File: config.mk
export PLATFORM = sky130hd
export DESIGN_NAME = mem_addr_sequencer
export DESIGN_NICKNAME = d
export VERILOG_FILES = /design/src/rtl/mem_addr_sequencer.sv
export SDC_FILE = /design/constraint.sdc
export NUM_CORES = 1
export LEC_CHECK = 0
export ABC_CLOCK_PERIOD_IN_PS = 3520
export CORE_AREA = 2 2 85 87
export DETAILED_ROUTE_END_ITERATION = 10
export DIE_AREA = 0 0 87 89
export HOLD_SLACK_MARGIN = 0.15
export PLACE_DENSITY = 0.95
export SKIP_CTS_REPAIR_TIMING = 1
export SYNTH_ARGS = -nofsm -noshare
export SYNTH_HDL_FRONTEND = slang
export SYNTH_SLANG_ARGS = --single-unit
File: constraint.sdc
create_clock -name clk -period 3.52 [get_ports clk]
set_clock_uncertainty 0.1 [all_clocks]
set_input_delay 0.704 -clock clk [delete_from_list [all_inputs] [get_ports clk]]
set_output_delay 0.704 -clock clk [all_outputs]
set_load 0.1 [all_outputs]
File: src/rtl/mem_addr_sequencer.sv
// Memory address sequencer: picks one of N_SRC address sources, checks that
// the address is aligned for the access size, and holds the registered address
// and write strobe for LATENCY cycles. It then pulses done.
//
// state  | meaning
// -------+------------------------------------------------------------
// IDLE   | waiting for start; addr_out holds the last latched address
// ACCESS | address and strobe held for the memory; counter runs down
// DONE   | one-cycle completion; start is ignored here
module mem_addr_sequencer #(
  parameter int ADDR_W  = 32,
  parameter int N_SRC   = 4,
  parameter int SEL_W   = 2,
  parameter int LATENCY = 2
) (
  input  logic                    clk,
  input  logic                    reset,
  input  logic                    start,
  input  logic [SEL_W-1:0]        sel,
  input  logic [N_SRC*ADDR_W-1:0] src_flat,
  input  logic [1:0]              size,
  input  logic                    we,
  output logic [ADDR_W-1:0]       addr_out,
  output logic                    mem_we,
  output logic                    busy,
  output logic                    done,
  output logic                    misaligned,
  output logic                    invalid_sel
);

  localparam int CNT_W = (LATENCY < 1) ? 1 : $clog2(LATENCY + 1);
  localparam logic [SEL_W:0] N_SRC_EXT = (SEL_W + 1)'(N_SRC);

  typedef enum logic [1:0] {
    IDLE   = 2'd0,
    ACCESS = 2'd1,
    DONE   = 2'd2
  } state_t;

  state_t             state, state_nxt;
  logic [CNT_W-1:0]   cnt, cnt_nxt;
  logic [ADDR_W-1:0]  addr_q, addr_nxt;
  logic               we_q, we_nxt;
  logic               mis_q, mis_nxt;
  logic               inv_q, inv_nxt;
  logic [ADDR_W-1:0]  src_sel;
  logic               sel_bad;
  logic               addr_ok;

  assign sel_bad = ({1'b0, sel} >= N_SRC_EXT);

  // Plain index mux over the sources. An out-of-range sel reads as zero, but
  // that value is never used because sel_bad blocks the access first.
  always_comb begin
    src_sel = '0;
    for (int k = 0; k < N_SRC; k++) begin
      if (sel == SEL_W'(k)) src_sel = src_flat[k*ADDR_W +: ADDR_W];
    end
  end

  // Alignment check for the selected source against the access size.
  always_comb begin
    addr_ok = 1'b0;
    case (size)
      2'b00:   addr_ok = (src_sel[1:0] == 2'b00);
      2'b01:   addr_ok = (src_sel[0] == 1'b0);
      2'b10:   addr_ok = 1'b1;
      default: addr_ok = 1'b0;
    endcase
  end

  // Next-state logic. It also computes the latched address, strobe and counter.
  always_comb begin
    state_nxt = state;
    cnt_nxt   = cnt;
    addr_nxt  = addr_q;
    we_nxt    = we_q;
    mis_nxt   = 1'b0;
    inv_nxt   = 1'b0;
    case (state)
      IDLE: begin
        if (start) begin
          if (sel_bad) begin
            inv_nxt = 1'b1;
          end else if (!addr_ok) begin
            mis_nxt = 1'b1;
          end else begin
            addr_nxt  = src_sel;
            we_nxt    = we;
            cnt_nxt   = CNT_W'(LATENCY);
            state_nxt = ACCESS;
          end
        end
      end
      ACCESS: begin
        cnt_nxt = cnt - CNT_W'(1);
        if (cnt == CNT_W'(1)) state_nxt = DONE;
      end
      DONE: begin
        state_nxt = IDLE;
      end
      default: begin
        state_nxt = IDLE;
      end
    endcase
  end

  // State and datapath registers, with a synchronous reset.
  always_ff @(posedge clk) begin
    if (reset) begin
      state  <= IDLE;
      cnt    <= '0;
      addr_q <= '0;
      we_q   <= 1'b0;
      mis_q  <= 1'b0;
      inv_q  <= 1'b0;
    end else begin
      state  <= state_nxt;
      cnt    <= cnt_nxt;
      addr_q <= addr_nxt;
      we_q   <= we_nxt;
      mis_q  <= mis_nxt;
      inv_q  <= inv_nxt;
    end
  end

  assign addr_out    = addr_q;
  assign busy        = (state != IDLE);
  assign mem_we      = (state == ACCESS) && we_q;
  assign done        = (state == DONE);
  assign misaligned  = mis_q;
  assign invalid_sel = inv_q;

endmodule

# After elaboration in Yosys (flattened, before gate mapping)
# Cells that the tools add are included.
# W data, S select, Z words.
[totals]
reg_bits = 38
out_inout_bits = 37
inputBits = 136
elab_cells = 44
[op_classes]
reduce_logical = 11
muxes = 13
eq_ne = 11
bitwise = 3
n_addsub = 1
[op_table]
columns = ["operator", "n"]
rows = [
  ["$mux W32", 4],
  ["$mux W2", 5],
  ["$reduce_and A3 Y1", 3],
  ["$eq A2 B1 Y1 const B", 4],
  ["$eq A2 B2 Y1 const B", 4],
  ["$logic_not A2 Y1", 4],
  ["$pmux W2 S2", 2],
  ["$ne A2 B2 Y1 const B", 3],
  ["$reduce_bool A2 Y1", 2],
  ["$not A1 Y1", 3],
  ["$pmux W1 S3", 1],
  ["$reduce_or A3 Y1", 1],
  ["$sub A2 B1 Y2 const B", 1],
  ["$logic_and A1 B1 Y1", 1],
  ["$mux W1", 1],
]

# Logic depth before layout (Yosys ltp)
[logic_depth]
ltp_word = 10
ltp_mapped = 7
mapped_depth_nobuf = 5

# Worst setup path before layout
# OpenSTA, ideal clock, no wires.
[synth_timing]
path_type = "register to output"
startpoint = "register state[1]"
endpoint = "output done"
required_time_ns = 2.716
path_slack_ns = 0.820
arrival_ns = 1.896
path_stages_with_launch = 3
path_buffers = 1
path_cell_list = "dfxtp_1 clkbuf_1 nor2b_1"
[synth_via]
elab_chain_len = 1
[synth_rtl]
columns = ["element", "line", "rtl"]
rows = [
  ["start: declaration", "40", "state_t state, state_nxt;"],
  ["start signal: assignment", "118", "state <= state_nxt;"],
  ["$eq A2 B2 Y1", "130", "assign done = (state == DONE);"],
  ["end: declaration", "26", "output logic done,"],
]
# No other way between the ends.

# Worst setup path after layout
[layout_timing]
startpoint = "input size[0]"
endpoint = "register addr_q[19], in the netlist addr_out[19]"
[layout_via]
elab_chain_len = 3
elab_cells_between_ends = 5
classes_between = "eq/ne: 2; mux: 1; reduce/logical: 2"
[layout_rtl]
columns = ["element", "line", "rtl"]
rows = [
  ["start: declaration", "21", "input logic [1:0] size,"],
  ["$eq A2 B2 Y1, or another cell as far along", "64", "case (size)"],
  ["$pmux W1 S3 (*)", "64", ""],
  ["$reduce_and A3 Y1 (no line) (*)", "n/a", ""],
  ["end signal: assignment", "120", "addr_q <= addr_nxt;"],
  ["end: declaration", "42", "logic [ADDR_W-1:0] addr_q, addr_nxt;"],
]
# Mark *: on every way between the ends. The rest lies on a longest branch, timed or not.
# A chain may end at the register's enable or synchronous reset.

==> impl_table.tex <==
\begin{tabular}{lr}
\hline
Metric & Value \\
\hline
\multicolumn{2}{l}{\textbf{Global route}} \\
Number of global-route vias before repair & 2,614 \\
Grt ovf & 0 \\
Largest net degree at the start of global routing & 51 \\
First-pass GRT wire length & roughly 12 mm \\
Number of antenna violations at the first check in global routing & 0 \\
Overall routing resource usage & between 10\% and 20\% \\
\multicolumn{2}{l}{\textbf{Yosys}} \\
Netlist Area Pre-Place & around 2500 um\^{}2 \\
Count of cell types in the netlist & 37 \\
Part of the Yosys area used for sequential elements & around 30\% \\
Synth Net Count & 369 \\
Number of flip-flops and latches in the synthesized netlist & 38 \\
Yosys warns & 0 \\
Syn Inst Count & approximately 230 \\
Area fraction of the dominant cell type after synthesis & a little under a third \\
Post-synth top area cell & sky130\_fd\_sc\_hd\_\_dfxtp\_1 \\
Mean cell area of the mapped netlist & 10.92 um\^{}2 \\
Synth area leaders & sky130\_fd\_sc\_hd\_\_dfxtp\_1 (30\%), sky130\_fd\_sc\_hd\_\_mux4\_2 (27\%), sky130\_fd\_sc\_hd\_\_mux2i\_1 (14\%) \\
\multicolumn{2}{l}{\textbf{Timing}} \\
Worst Max-Slew Pin Slew & 0.9994 ns \\
Final Slew Violations & 0 \\
Number of failing hold endpoints at the final stage & 0 \\
Final period utilization & 73.27\% \\
Tightest slew margin relative to the limit & 33.17\% \\
Timing-limited maximum frequency & approximately 0.39 GHz \\
Final count of negative-setup-slack endpoints & 0 \\
Shortest clock period the worst path allows after layout & around 2.6 ns \\
Post-Route Setup TNS & 0 ns \\
Unrepaired setup endpoints after global routing & false \\
\multicolumn{2}{l}{\textbf{Die}} \\
Floorplan die area & about 7700 um\^{}2 \\
Core region area & between 6000 and 7000 um\^{}2 \\
Vertical extent of the die & $\sim$89 um \\
Die X & between 80 and 90 um \\
Number of placement rows & 30 \\
Initial cell density of the core & 37.69\% \\
Top-level port count & $\sim$170 \\
\multicolumn{2}{l}{\textbf{Setup path}} \\
Maximum fanout along the worst path & 17 \\
Ordered cell list for the critical path & clkdlybuf4s50\_1, or3b\_1, o22ai\_2, a211o\_2, buf\_12, mux2i\_1 \\
RR Startpoint & state[0]\$\_SDFFE\_PP0P\_ \\
Critical setup path kind & input pin to register \\
Required time at the worst-slack endpoint & 3.63 ns \\
Worst R2R Path Depth & 5 \\
Startpoint class of the critical path & input pin \\
Reg2Reg Setup Slack & 1.60 ns \\
Capture instance of the worst register-to-register path & addr\_out[19]\$\_SDFFE\_PP0P\_ \\
CP arrival & 2.69 ns \\
Cell with the biggest individual delay on the critical path & sky130\_fd\_sc\_hd\_\_clkdlybuf4s50\_1 \\
Worst stage delay on the critical path & roughly 0.47 ns \\
Endpoint type of the worst setup path & register \\
\multicolumn{2}{l}{\textbf{Drt}} \\
DR iter-0 viols & 36 \\
Overall via count from detail\_route & approximately 2.4k \\
Count of unresolved DRC violations after routing & 0 \\
DR pass1 iterations & 4 \\
Routed WL & slightly below 8 mm \\
Via density per instance & 5.118 \\
Antenna-violating nets left & 0 \\
Per-cell routed wire length & approximately 16 um \\
\multicolumn{2}{l}{\textbf{CTS}} \\
H-tree levels & 2 \\
TritonCTS clock tree & done \\
Max Root-Sink Buffers & 2 \\
Total number of clock tree sinks & 38 \\
Worst-path clk slew & 0.07 ns \\
CTS Buf Count & 5 \\
Clock Latency Late Sink & 0.28 ns \\
Clock root buffer & sky130\_fd\_sc\_hd\_\_clkbuf\_8 \\
\multicolumn{2}{l}{\textbf{Placed design}} \\
Instance area at placement & about 4200 um\^{}2 \\
Buffers added on ports & around 170 \\
Routability cong. & approximately 0.76 \\
Placed wire-length estimate after detailed placement & between 6 and 7 mm \\
\multicolumn{2}{l}{\textbf{Final layout}} \\
Most common cell after layout, fill and taps aside & sky130\_fd\_sc\_hd\_\_clkdlybuf4s50\_1 \\
Final design utilization & a little under two thirds \\
Most used cells in the layout excluding fill and tap cells & sky130\_fd\_sc\_hd\_\_clkdlybuf4s50\_1 (153), sky130\_fd\_sc\_hd\_\_nand2\_1 (52), sky130\_fd\_sc\_hd\_\_dfxtp\_1 (38) \\
Area of the multi-input gates & about 1600 um\^{}2 \\
Share of final-layout standard cells stronger than drive strength 1 & between 15 and 20\% \\
Area grow syn2layout & 69.66\% \\
Net count reported at finish & 530 \\
Number of diodes added for antenna fixing & 0 \\
Final design instance area without fill & 4297 um\^{}2 \\
Fill cell total of the finished layout & 550 \\
Area taken by flip-flops and latches & 760.7 um\^{}2 \\
\multicolumn{2}{l}{\textbf{Worst hold path}} \\
Hold path startpoint & addr\_out[13]\$\_SDFFE\_PP0P\_ \\
Hold WC Path Type & register to register \\
Hold Path Depth & 2 \\
End point of the most critical hold path & addr\_out[13]\$\_SDFFE\_PP0P\_ \\
\multicolumn{2}{l}{\textbf{Pwr}} \\
Overall Power & 1451 uW \\
Worst IR drop on VDD & roughly 0.00014 V \\
Standby leakage power & 0.001769 uW \\
Power per cell area & between 300 and 400 nW/um\^{}2 \\
\multicolumn{2}{l}{\textbf{Job}} \\
Max-capacitance violation count & 0 \\
\multicolumn{2}{l}{\textbf{Status}} \\
Run status & complete, no violations \\
\hline
\end{tabular}
[cell usage after synthesis]
library cell               instances
sky130_fd_sc_hd__a311oi_1          1
sky130_fd_sc_hd__and3b_1           1
sky130_fd_sc_hd__nand2_1          52
sky130_fd_sc_hd__nand2b_1         16
sky130_fd_sc_hd__buf_12            2
sky130_fd_sc_hd__mux4_2           30
sky130_fd_sc_hd__o22ai_2           1
sky130_fd_sc_hd__or3_1             1
sky130_fd_sc_hd__a21oi_1           2
sky130_fd_sc_hd__nor3_1            2
sky130_fd_sc_hd__dfxtp_1          38
sky130_fd_sc_hd__or3b_2            1
sky130_fd_sc_hd__o31a_1            1
sky130_fd_sc_hd__o41ai_1           1
sky130_fd_sc_hd__a22oi_1           1
sky130_fd_sc_hd__inv_2             1
sky130_fd_sc_hd__o21ai_0           1
sky130_fd_sc_hd__nor2b_1           2
sky130_fd_sc_hd__nor4bb_1          1
sky130_fd_sc_hd__buf_4             5
sky130_fd_sc_hd__ha_1              1
sky130_fd_sc_hd__a211o_1           1
sky130_fd_sc_hd__a211oi_1          4
sky130_fd_sc_hd__buf_6             2
sky130_fd_sc_hd__nor4_1            1
sky130_fd_sc_hd__mux4_1            1
sky130_fd_sc_hd__buf_8             1
sky130_fd_sc_hd__nor3b_1           1
sky130_fd_sc_hd__mux2i_2           2
sky130_fd_sc_hd__clkbuf_1         11
sky130_fd_sc_hd__conb_1            1
sky130_fd_sc_hd__a31oi_1           1
sky130_fd_sc_hd__nor2_1            4
sky130_fd_sc_hd__buf_2             1
sky130_fd_sc_hd__inv_1             4
sky130_fd_sc_hd__or3b_1            1
sky130_fd_sc_hd__mux2i_1          35
[where the power goes]
group | leakage (uW) | switching, uW | internal, uW
Sequential | 0.000310 | 18.3 | 460
Combinational | 0.00140 | 324 | 274
Clock | 0.0000573 | 147 | 227
Total | 0.00177 | 489 | 961
[cells by family after synthesis]
group | count (synthesis) | synth area share (%)
compound gates | 14 | 4.200
fa+ha+maj | 1 | 0.4940
buf+inv | 27 | 7.114
flops | 38 | 30.04
mux | 68 | 42.64
other cells | 1 | 0.1481
simple gates | 83 | 15.37
[routing by layer]
metal	vias to the layer above	global-route usage [%]	share of wire [%]
li1	1160	-	-
met1	1141	18.98	36
met2	111	38.24	55
met3	9	4.063	7.0
met4	0	8.523	1.7
met5	-	0	0
[worst max path at each step]
| stage | slack, ns | endpoint | from | cells past startpoint |
|---|---|---|---|---|
| 5_1_grt | 0.80 | addr_out[2]$_SDFFE_PP0P_ | size[1] | 6 |
| 3_5_place_dp | 0.63 | addr_out[19]$_SDFFE_PP0P_ | size[1] | 6 |
| 4_1_cts | 0.92 | addr_out[5] | addr_out[5]$_SDFFE_PP0P_ | 1 |
| 3_3_place_gp | 0.74 | addr_out[15]$_SDFFE_PP0P_ | size[1] | 6 |
| 2_1_floorplan | 0.82 | done | state[1]$_SDFFE_PP0P_ | 2 |
| 6_report | 0.94 | addr_out[19]$_SDFFE_PP0P_ | size[0] | 6 |
[cell type report]
class,instances,area share [%]
clock inverters,1,0.6989
well taps,80,2.330
clock buffers,6,1.922
flip-flops and latches,38,17.71
multi-input cells,167,37.07
inverters,5,0.4368
repair buffers,176,39.84
[registers in the layout (all words and copies together), names as in the netlist]
| signal | cells |
|---|---|
| state | 2 |
| addr_out | 32 |
| cnt | 2 |
| we_q | 1 |
| misaligned | 1 |
[through the flow]
| stage | hold WS [ns] | std cells | worst slack (ns) |
|---|---|---|---|
| 4_1_cts | 0.3629 | 473 | 0.9236 |
| 5_1_grt | 0.3804 | 473 | 0.8010 |
| 2_1_floorplan | 0.3305 | 232 | 0.8200 |
| 6_report | 0.3600 | 473 | 0.9409 |
| 3_3_place_gp | 0.3449 | 466 | 0.7399 |
| 3_5_place_dp | 0.3527 | 466 | 0.6271 |
[worst max-delay path: cells and delay by family]
kind	cells	cell delay, ns
AO/OA/AOI/OAI	2	0.66
buffers and inverters	2	0.70
multiplexers	1	0.21
AND/OR/NAND/NOR	1	0.41
Power figures use the tool's default switching activity.
